`src/rtl/tawas_fetch_pkg.sv`:
```
// -----------------------------------------------------------------------------
// tawas_fetch_pkg
// Shared constants for the Tawas instruction fetch path: ROM address width,
// instruction width, the default reset PC and the prefetch FIFO entry width.
// No ports (package).
// -----------------------------------------------------------------------------
package tawas_fetch_pkg;

  localparam int IROM_ADDR_W = 24;
  localparam int INSTR_W     = 32;

  localparam logic [IROM_ADDR_W-1:0] RESET_PC_DEFAULT = '0;

  // A FIFO entry carries {pc, instruction word}.
  function automatic int fifo_entry_w(input int addr_w);
    return addr_w + INSTR_W;
  endfunction

endpackage : tawas_fetch_pkg

```
`src/rtl/ifetch_fifo.sv`:
```
// -----------------------------------------------------------------------------
// ifetch_fifo
// Synchronous prefetch FIFO, DEPTH x WIDTH. The head entry is shown
// combinationally on o_rdata. Flush has priority over push and pop.
// Ports:
//   CLK, RST   clock, asynchronous active-high reset
//   i_push     write i_wdata at the tail
//   i_pop      drop the head (ignored when empty)
//   i_flush    empty the FIFO
//   i_wdata    entry to write
//   o_rdata    head entry
//   o_full     count == DEPTH
//   o_empty    count == 0
//   o_count    number of stored entries
// -----------------------------------------------------------------------------
module ifetch_fifo
  import tawas_fetch_pkg::*;
#(
  parameter int DEPTH = 4,
  parameter int WIDTH = fifo_entry_w(IROM_ADDR_W),
  localparam int PTR_W = $clog2(DEPTH),
  localparam int CNT_W = $clog2(DEPTH) + 1
) (
  input  logic             CLK,
  input  logic             RST,
  input  logic             i_push,
  input  logic             i_pop,
  input  logic             i_flush,
  input  logic [WIDTH-1:0] i_wdata,
  output logic [WIDTH-1:0] o_rdata,
  output logic             o_full,
  output logic             o_empty,
  output logic [CNT_W-1:0] o_count
);

  logic [WIDTH-1:0] r_mem [DEPTH];
  logic [PTR_W-1:0] r_wr_ptr;
  logic [PTR_W-1:0] r_rd_ptr;
  logic [CNT_W-1:0] r_count;

  logic w_do_push;
  logic w_do_pop;

  assign o_full  = (r_count == CNT_W'(DEPTH));
  assign o_empty = (r_count == '0);
  assign o_count = r_count;
  assign o_rdata = r_mem[r_rd_ptr];

  assign w_do_push = i_push & ~i_flush;
  assign w_do_pop  = i_pop & ~o_empty & ~i_flush;

  // DEPTH is a power of two, so pointers wrap by natural overflow.
  always_ff @(posedge CLK or posedge RST) begin
    if (RST) begin
      r_wr_ptr <= '0;
      r_rd_ptr <= '0;
      r_count  <= '0;
    end else if (i_flush) begin
      r_wr_ptr <= '0;
      r_rd_ptr <= '0;
      r_count  <= '0;
    end else begin
      if (w_do_push) r_wr_ptr <= r_wr_ptr + PTR_W'(1);
      if (w_do_pop)  r_rd_ptr <= r_rd_ptr + PTR_W'(1);
      case ({w_do_push, w_do_pop})
        2'b10:   r_count <= r_count + CNT_W'(1);
        2'b01:   r_count <= r_count - CNT_W'(1);
        default: r_count <= r_count;
      endcase
    end
  end

  // Storage needs no reset; only entries behind valid pointers are read.
  always_ff @(posedge CLK) begin
    if (w_do_push) r_mem[r_wr_ptr] <= i_wdata;
  end

  // The upstream credit rule must make this impossible.
  always @(posedge CLK) begin
    if (!RST) begin
      assert (!(w_do_push && o_full))
        else $error("ifetch_fifo: push into full fifo");
    end
  end

endmodule : ifetch_fifo

```
`src/rtl/irom_fetch.sv`:
```
// -----------------------------------------------------------------------------
// irom_fetch
// Instruction fetch sequencer in front of the instruction ROM. Issues
// sequential word reads, captures the ROM data one cycle later into a small
// prefetch FIFO tagged with its PC, and presents the FIFO head to decode.
// Redirects flush the FIFO, discard the in-flight read and restart at
// REDIRECT_PC.
//
// Handshake: INSTR_VALID/INSTR_READY follow strict valid/ready semantics.
// A transfer happens on a clock edge where both are high; while INSTR_VALID=1
// and INSTR_READY=0, INSTR and INSTR_PC hold. INSTR_VALID never depends on
// INSTR_READY. A REDIRECT cycle overrides any transfer in that cycle.
//
// Ports:
//   CLK, RST       clock, asynchronous active-high reset
//   IROM_ADDR      ROM word address (meaningful when IROM_CS=1)
//   IROM_CS        ROM read strobe
//   IROM_DOUT      ROM data, valid the cycle after IROM_CS
//   REDIRECT       one-cycle flush-and-restart pulse
//   REDIRECT_PC    restart PC, sampled with REDIRECT
//   INSTR_VALID    FIFO head valid
//   INSTR          head instruction word
//   INSTR_PC       head word address
//   INSTR_READY    decode accepts the head
// -----------------------------------------------------------------------------
module irom_fetch
  import tawas_fetch_pkg::*;
#(
  parameter int                ADDR_W     = IROM_ADDR_W,
  parameter int                FIFO_DEPTH = 4,
  parameter logic [ADDR_W-1:0] RESET_PC   = RESET_PC_DEFAULT
) (
  input  logic               CLK,
  input  logic               RST,
  output logic [ADDR_W-1:0]  IROM_ADDR,
  output logic               IROM_CS,
  input  logic [INSTR_W-1:0] IROM_DOUT,
  input  logic               REDIRECT,
  input  logic [ADDR_W-1:0]  REDIRECT_PC,
  output logic               INSTR_VALID,
  output logic [INSTR_W-1:0] INSTR,
  output logic [ADDR_W-1:0]  INSTR_PC,
  input  logic               INSTR_READY
);

  localparam int ENTRY_W = ADDR_W + INSTR_W;
  localparam int CNT_W   = $clog2(FIFO_DEPTH) + 1;

  logic [ADDR_W-1:0]  r_pc;
  logic [ADDR_W-1:0]  r_req_pc;
  logic               r_rsp_pending;
  logic [INSTR_W-1:0] r_last_instr;
  logic [ADDR_W-1:0]  r_last_pc;

  logic               w_credit_ok;
  logic               w_issue;
  logic [ADDR_W-1:0]  w_issue_addr;
  logic               w_push;
  logic               w_pop;
  logic [ENTRY_W-1:0] w_head;
  logic               w_full;
  logic               w_empty;
  logic [CNT_W-1:0]   w_count;

  // Credit: stored entries plus the read in flight must leave room, so every
  // returning word has a slot. A same-cycle pop is deliberately not counted.
  assign w_credit_ok = ({1'b0, w_count} + (CNT_W+1)'(r_rsp_pending))
                       < (CNT_W+1)'(FIFO_DEPTH);
  // A redirect empties the FIFO, so it may always issue.
  assign w_issue      = REDIRECT | w_credit_ok;
  assign w_issue_addr = REDIRECT ? REDIRECT_PC : r_pc;

  // CS is gated by RST so the strobe drops the moment reset asserts.
  assign IROM_CS   = w_issue & ~RST;
  assign IROM_ADDR = w_issue_addr;

  // The response arriving in a redirect cycle belongs to the old path.
  assign w_push = r_rsp_pending & ~REDIRECT;
  assign w_pop  = INSTR_VALID & INSTR_READY;

  always_ff @(posedge CLK or posedge RST) begin
    if (RST) begin
      r_pc          <= RESET_PC;
      r_req_pc      <= '0;
      r_rsp_pending <= 1'b0;
    end else begin
      r_rsp_pending <= w_issue;
      if (w_issue) begin
        r_pc     <= w_issue_addr + ADDR_W'(1);
        r_req_pc <= w_issue_addr;
      end
    end
  end

  ifetch_fifo #(
    .DEPTH (FIFO_DEPTH),
    .WIDTH (ENTRY_W)
  ) u_fifo (
    .CLK     (CLK),
    .RST     (RST),
    .i_push  (w_push),
    .i_pop   (w_pop),
    .i_flush (REDIRECT),
    .i_wdata ({r_req_pc, IROM_DOUT}),
    .o_rdata (w_head),
    .o_full  (w_full),
    .o_empty (w_empty),
    .o_count (w_count)
  );

  // Shadow of the most recently presented head, so the outputs hold their
  // last values once the FIFO drains instead of showing stale storage.
  always_ff @(posedge CLK or posedge RST) begin
    if (RST) begin
      r_last_instr <= '0;
      r_last_pc    <= '0;
    end else if (!w_empty) begin
      r_last_instr <= w_head[INSTR_W-1:0];
      r_last_pc    <= w_head[ENTRY_W-1:INSTR_W];
    end
  end

  assign INSTR_VALID = ~w_empty;
  assign INSTR       = w_empty ? r_last_instr : w_head[INSTR_W-1:0];
  assign INSTR_PC    = w_empty ? r_last_pc    : w_head[ENTRY_W-1:INSTR_W];

  // w_full is only consumed by the FIFO's own occupancy check.
  logic w_unused;
  assign w_unused = w_full;

endmodule : irom_fetch

```
`config.mk`:
```
export PLATFORM = sky130hd
export DESIGN_NAME = irom_fetch
export DESIGN_NICKNAME = d
export VERILOG_FILES = /design/src/rtl/tawas_fetch_pkg.sv /design/src/rtl/ifetch_fifo.sv /design/src/rtl/irom_fetch.sv
export SDC_FILE = /design/constraint.sdc
export NUM_CORES = 1
export LEC_CHECK = 0
export BUFFER_PORTS_ARGS = -buffer_cell sky130_fd_sc_hd__buf_2
export CAP_MARGIN = 0
export CORE_ASPECT_RATIO = 1.4
export CORE_MARGIN = 4
export CORE_UTILIZATION = 35
export CTS_BUF_LIST = sky130_fd_sc_hd__clkbuf_4 sky130_fd_sc_hd__clkbuf_8
export DETAILED_ROUTE_END_ITERATION = 10
export PLACE_DENSITY = 0.49
export SLEW_MARGIN = 20
export SYNTH_ARGS = -nofsm -noshare
export SYNTH_HDL_FRONTEND = slang
export SYNTH_SLANG_ARGS = --single-unit
```
`constraint.sdc`:
```
create_clock -name CLK -period 4.1 [get_ports CLK]
set_input_delay 0.205 -clock CLK [delete_from_list [all_inputs] [get_ports CLK]]
set_output_delay 0.205 -clock CLK [all_outputs]
set_load 0.005 [all_outputs]
```
* After elaboration in Yosys (flattened, before gate mapping)
Memories as Yosys holds them, arrays and structs flattened.
Cells that the tools add are included.
** Storage, ports and cells
- Bits in registers :: 112
- Memory bits (writable) :: 224
- Output and inout bits :: 82
- Word-level logic and storage cells :: 43
- Memories kept :: 1
** Operators by class
- Add/sub/neg operators :: 6
- Order comparisons :: 1
- Equal/unequal tests :: 2
- Mux-type cells :: 11
- Bitwise gates (word level) :: 10
- Reductions and logical operators :: 4
** Memory list
- u_fifo.r_mem :: words 4, width 56, read ports 1, clocked after memory_dff 0, wr ports 1, RTL line ifetch_fifo.sv:36 : logic [WIDTH-1:0] r_mem [DEPTH];
** Operators with widths (number)
- 24-bit 2-to-1 mux :: 2
- 32-bit 2-to-1 mux :: 1
- 24-bit by 1-bit adder with 24-bit output, second input constant :: 1
- 2-bit 2-to-1 mux :: 4
- 1-bit AND :: 6
- 3-bit case mux with 2 select lines :: 1
- 2-bit by 1-bit adder with 2-bit output, second input constant :: 2
- 3-bit by 1-bit adder with 4-bit output :: 1
- 4-bit by 3-bit < comparator with 1-bit output, second input constant :: 1
- 2-bit nonzero test :: 2
- 3-bit by 1-bit adder with 3-bit output, second input constant :: 1
- 3-bit logical NOT :: 1
- 3-bit 2-to-1 mux :: 1
- 1-bit NOT :: 3
- 3-bit nonzero test :: 1
- 3-bit by 1-bit subtractor with 3-bit output, second input constant :: 1
- 2-bit by 1-bit == test with 1-bit output, second input constant :: 1
- 2-bit == test, second input constant :: 1
- 1-bit 2-to-1 mux :: 2
- 1-bit bitwise OR :: 1

* Logic depth before layout (Yosys ltp)
- Word-level depth :: 8
- Depth in mapped cells :: 10
- Gate-level depth less buffers :: 8

* By module
Synthesis repeated with hierarchy kept, for this count alone.
** Second synthesis, totals
- Cells, all modules :: 760
- Area total of the unflattened synthesis :: 13345.3 µm²
** By module, submodules not included
- ifetch_fifo :: times used 1, cells an instance 344, area each 8605.8 µm², seq. area each 6901.6 µm²
- irom_fetch :: times used 1, cells an instance 416, area each 4739.5 µm², seq. area each 2627.5 µm²

* Worst setup path after synthesis
OpenSTA, ideal clock, no wires.
- Path type :: input-to-reg
- From :: in REDIRECT
- To :: mem u_fifo.r_mem[0][0] (netlist bit) (enable)
- Arrival :: 2358 ps
- Data required time :: 3680 ps
- Setup slack :: 1322 ps
- Stages :: 6
- Cells stage by stage :: buf_6 > buf_2 > buf_2 > buf_2 > nor2b_1 > and2_1
** Between the ends
- Longest elaborated chain between the ends :: 5
** Ends and longest elaborated chain
- start: declaration :: RTL line irom_fetch.sv:38 : input logic REDIRECT,
- 1-bit NOT (*) :: RTL line ifetch_fifo.sv:49, irom_fetch.sv:78
- 1-bit AND :: RTL line irom_fetch.sv:78 : assign w_push = r_rsp_pending & ~REDIRECT;
- 1-bit AND (*) :: RTL line ifetch_fifo.sv:49 : assign w_do_push = i_push & ~i_flush;
- 1-bit 2-to-1 mux (*) :: RTL line ifetch_fifo.sv:75 : if (w_do_push) r_mem[r_wr_ptr] <= i_wdata;
- 1-bit 2-to-1 mux (implied by the code) (*) :: RTL line ifetch_fifo.sv:75
- end: declaration :: RTL line ifetch_fifo.sv:36
Every way passes the cells marked *; elsewhere a longest branch is shown, timed or not.

* Final worst setup path
- From :: reg u_fifo.r_rd_ptr[0]
- To :: out INSTR[1]
** Between the ends
- Longest elaborated chain between the ends :: 2
** Ends and longest elaborated chain
- start: declaration :: RTL line ifetch_fifo.sv:38 : logic [PTR_W-1:0] r_rd_ptr;
- start signal: assignment :: RTL line ifetch_fifo.sv:64 : if (w_do_pop) r_rd_ptr <= r_rd_ptr + PTR_W'(1);
- memory read 4 x 56 bit
- 32-bit 2-to-1 mux
- end: declaration :: RTL line irom_fetch.sv:41 : output logic [INSTR_W-1:0] INSTR,
Every way passes these cells.

==> results.py <==
metrics = {
    "run_status": {
        "status": "finished, final reports clean",
    },
    "yosys": {
        "seq_area_frac_synth_pct": 71.8,
        "proportion_of_netlist_area_held_by_the_largest_area_contributor_pct": 50.7,
        "netlist_instances": 746,
        "synth.area.top_cells": "edfxtp_1 51%, dfrtp_1 21%, mux4_2 9.5%",
        "synth_common_cells": "224 x edfxtp_1, 112 x dfrtp_1, 69 x mux2_2, 57 x nor2_1, 56 x mux4_2",
        "synth_enable_flop_cells": 224,
        "synth-warning-count": 0,
        "async_reset_ff_share_pct": 33.3,
        "ys.flop_type": "edfxtp_1",
        "yosys_cell_types": 51,
        "most_instantiated_library_cell_after_synthesis": "edfxtp_1",
        "synth_nets": 812,
        "synth_seq_cells": 336,
        "syn-cell-area_um2": 13300,
        "syn-mean-instance-area_um2": 17.8,
        "post-synth-top-area-cell": "edfxtp_1",
    },
    "pwr": {
        "ir_worst_vdd_mv": 0.318,
        "power.density_nw_per_um2": 685,
        "cell_internal_pwr_mw": 7.71,
        "p_seq_share_pct": 46.5,
        "power.leakage_nw": 6.02,
        "share_clk_of_total_power_pct": 25.6,
        "p_comb_share_pct": 27.9,
        "p_switching_mw": 3.26,
        "p_sw_share_pct": 29.7,
    },
    "run": {
        "timing.max_cap.violations": 0,
    },
    "sta": {
        "setup_viol": 0,
        "setup_total_negative_slack_ns": 0,
        "finalCriticalPeriod_ns": 3.03,
        "worst_slew_pin_slew_ns": 0.961,
        "max_freq_mhz": 330,
        "max-slew-margin-rel_pct": 36.0,
        "rsz0062_at_grt": "no",
        "final_cycle_utilization_of_the_critical_path_pct": 73.9,
        "final_max_slew_viol_count": 0,
        "timing.final.hold_violations": 0,
        "hold_slack_ns": 0.0587,
        "timing.clock.skew_ns": 0.0165,
    },
    "drt": {
        "drt-initial-drc-count": 282,
        "final_antenna_net_count": 0,
        "detail_route.vias_per_cell": 4.85,
        "wl_per_cell_um": 19.2,
        "postRouteWirelength_mm": 28.3,
        "vias": 7154,
        "drc": 0,
        "pre_repair_dr_iteration_count": 5,
    },
    "final_layout": {
        "multiInputGateArea_um2": 3530,
        "fillCellCount": 3433,
        "instances_no_fill": 1474,
        "layout-area-overhead-vs-synth_pct": 20.6,
        "nNetsFinal": 1024,
        "final-seq-area_um2": 9530,
        "final_layout_size_suffix_gt1_share_pct": 38.8,
    },
    "grt": {
        "groute.usage.overall_pct": 13.9,
        "grt_pass1_vias": 7777,
        "antenna_found_initial": 1,
        "grt_max_degree": 64,
        "gr-total-overflow": 0,
        "grt_pass1_wl_mm": 45.1,
    },
    "setup_path": {
        "critPathMaxFanout": 36,
        "worst_ep_required_time_ns": 3.89,
        "crit_arrival_ns": 2.82,
        "critPathKind": "flop to output port",
        "timing.critical_path.from_type": "flop",
        "crit_path_end_kind": "output port",
    },
    "clock_network": {
        "cts_buffer_depth": 3,
        "clkLatencyLatePin_ns": 0.59,
        "post_cts.repair.setup_buffers": 0,
        "cts_tree": "yes",
        "cts_root_buf": "clkbuf_8",
        "cts_inserted_buffers": 54,
        "cts_sinks": 336,
        "clkSlewWorstSetupHoldPaths_ns": 0.06,
        "ctsHtreeMaxLevel": 2,
    },
    "placement": {
        "post-dp-hpwl_mm": 16.2,
        "io_buffer_count": 141,
        "place_congestion": 0.770,
        "numPlacedInstances": 1333,
    },
    "die": {
        "initial_core_util_pct": 35.4,
        "design.core.area_um2": 37500,
        "fp.dieArea_um2": 41100,
        "floorplan.io_pins": 142,
        "rows": 84,
        "dieWidth_um": 173,
        "die_h_um": 238,
    },
    "min_path": {
        "worst_min_delay_path_category": "input port to flop",
    },
}
==> power by group through the flow <==
stage | Sequential (mW) | Clock [mW] | Combinational (mW)
4_1_cts | 5.13 | 2.93 | 3.19
6_report | 5.10 | 2.81 | 3.06
2_1_floorplan | 4.93 | 0 | 2.08
5_1_grt | 5.22 | 3.10 | 3.39
3_5_place_dp | 5.19 | 0 | 3.14
3_3_place_gp | 5.16 | 0 | 3.13
==> worst max-delay path, stage by stage, from the launching register on <==
cell	delay (ns)
dfrtp_4	0.95
buf_12	0.30
mux4_2	0.52
mux2_2	0.31
buf_2	0.14
==> registers in the layout (all words and copies together) (netlist names) <==
| register | cells |
|---|---|
| u_fifo.r_rd_ptr | 2 |
| u_fifo.o_count | 3 |
| r_rsp_pending | 1 |
| r_last_pc | 24 |
| r_last_instr | 32 |
| u_fifo.r_wr_ptr | 2 |
| r_pc | 24 |
| r_req_pc | 24 |
| u_fifo.r_mem | 224 |
==> cell families (layout without fill, tap and decap cells) <==
| group | Yosys count | after routing | synth area share [%] |
|---|---|---|---|
| simple gates | 136 | 136 | 5.16 |
| xor+xnor | 18 | 18 | 1.19 |
| compound gates | 57 | 57 | 2.92 |
| other cells | 0 | 1 | 0 |
| mux | 140 | 140 | 16.5 |
| buf+inv | 53 | 307 | 1.77 |
| flops | 336 | 336 | 71.8 |
| fa+ha+maj | 6 | 6 | 0.622 |
==> layout by cell type, fill, tap and decap left out, drive strengths merged, types with 3 or more instances in the layout <==
cell	count
edfxtp	224
buf	152
dfrtp	112
clkbuf	76
mux2	69
nor2	57
mux4	56
dlygate4sd3	42
nand2	31
a21oi	23
clkinv	18
inv	16
mux2i	15
nand3	14
xnor2	12
o21ai	8
nor3	7
xor2	6
o21a	6
o22ai	5
ha	5
and2	5
nand4	5
o31ai	4
nand2b	4
nor2b	3
nand4b	3
==> per-layer routing <==
metal | part of all wire [%] | vias up | GRT usage, %
met5 | 0 | - | 0
met4 | 1.9 | 0 | 4.41
met3 | 4.8 | 44 | 3.34
met2 | 51 | 178 | 23.8
met1 | 43 | 3637 | 17.5
li1 | - | 3295 | -
==> stage by stage <==
step | power, mW | worst slack [ns] | utilization [%] | area, um2
floorplan | 7.01 | 0.936 | - | 13300
global placement | 8.29 | 1.18 | 38.7 | 14500
detailed placement | 8.34 | 1.14 | 38.7 | 14500
CTS | 11.2 | 0.888 | 42.6 | 16000
global route | 11.7 | 0.847 | 42.7 | 16000
finish | 11.0 | 1.07 | 42.7 | 16000
==> layout make-up <==
cell class	count	share of cell area [%]
Antenna cell	1	0.0156
Clock buffer	76	5.79
Clock inverter	22	0.805
Inverter	15	0.383
Multi-Input combinational cell	357	22.0
Sequential cell	336	59.6
Tap cell	473	3.70
Timing Repair Buffer	194	7.71
==> repair_timing <==
item                       CTS  global route
hold endpoints to repair   198             0
gates resized for setup      0             0
hold buffers                42             0
setup endpoints to repair    0             0
==> worst paths after layout <==
kind	slack (ns)	from	endpoint	cells past startpoint
setup / recovery	1.07	u_fifo.r_rd_ptr[0]$_DFFE_PP0P_	INSTR[1]	4
hold / removal	0.06	REDIRECT_PC[1]	r_req_pc[1]$_DFFE_PP0N_	3
setup reg to reg	1.65	r_rsp_pending$_DFF_PP0_	r_pc[22]$_DFFE_PP0N_	6
hold reg to reg	0.48	r_pc[21]$_DFFE_PP0N_	r_pc[21]$_DFFE_PP0N_	2
max in group asynchronous	2.92	RST	u_fifo.r_rd_ptr[0]$_DFFE_PP0P_	4
min in group asynchronous	0.28	RST	r_pc[3]$_DFFE_PP0N_	3
(Power assumes the default switching activity.)
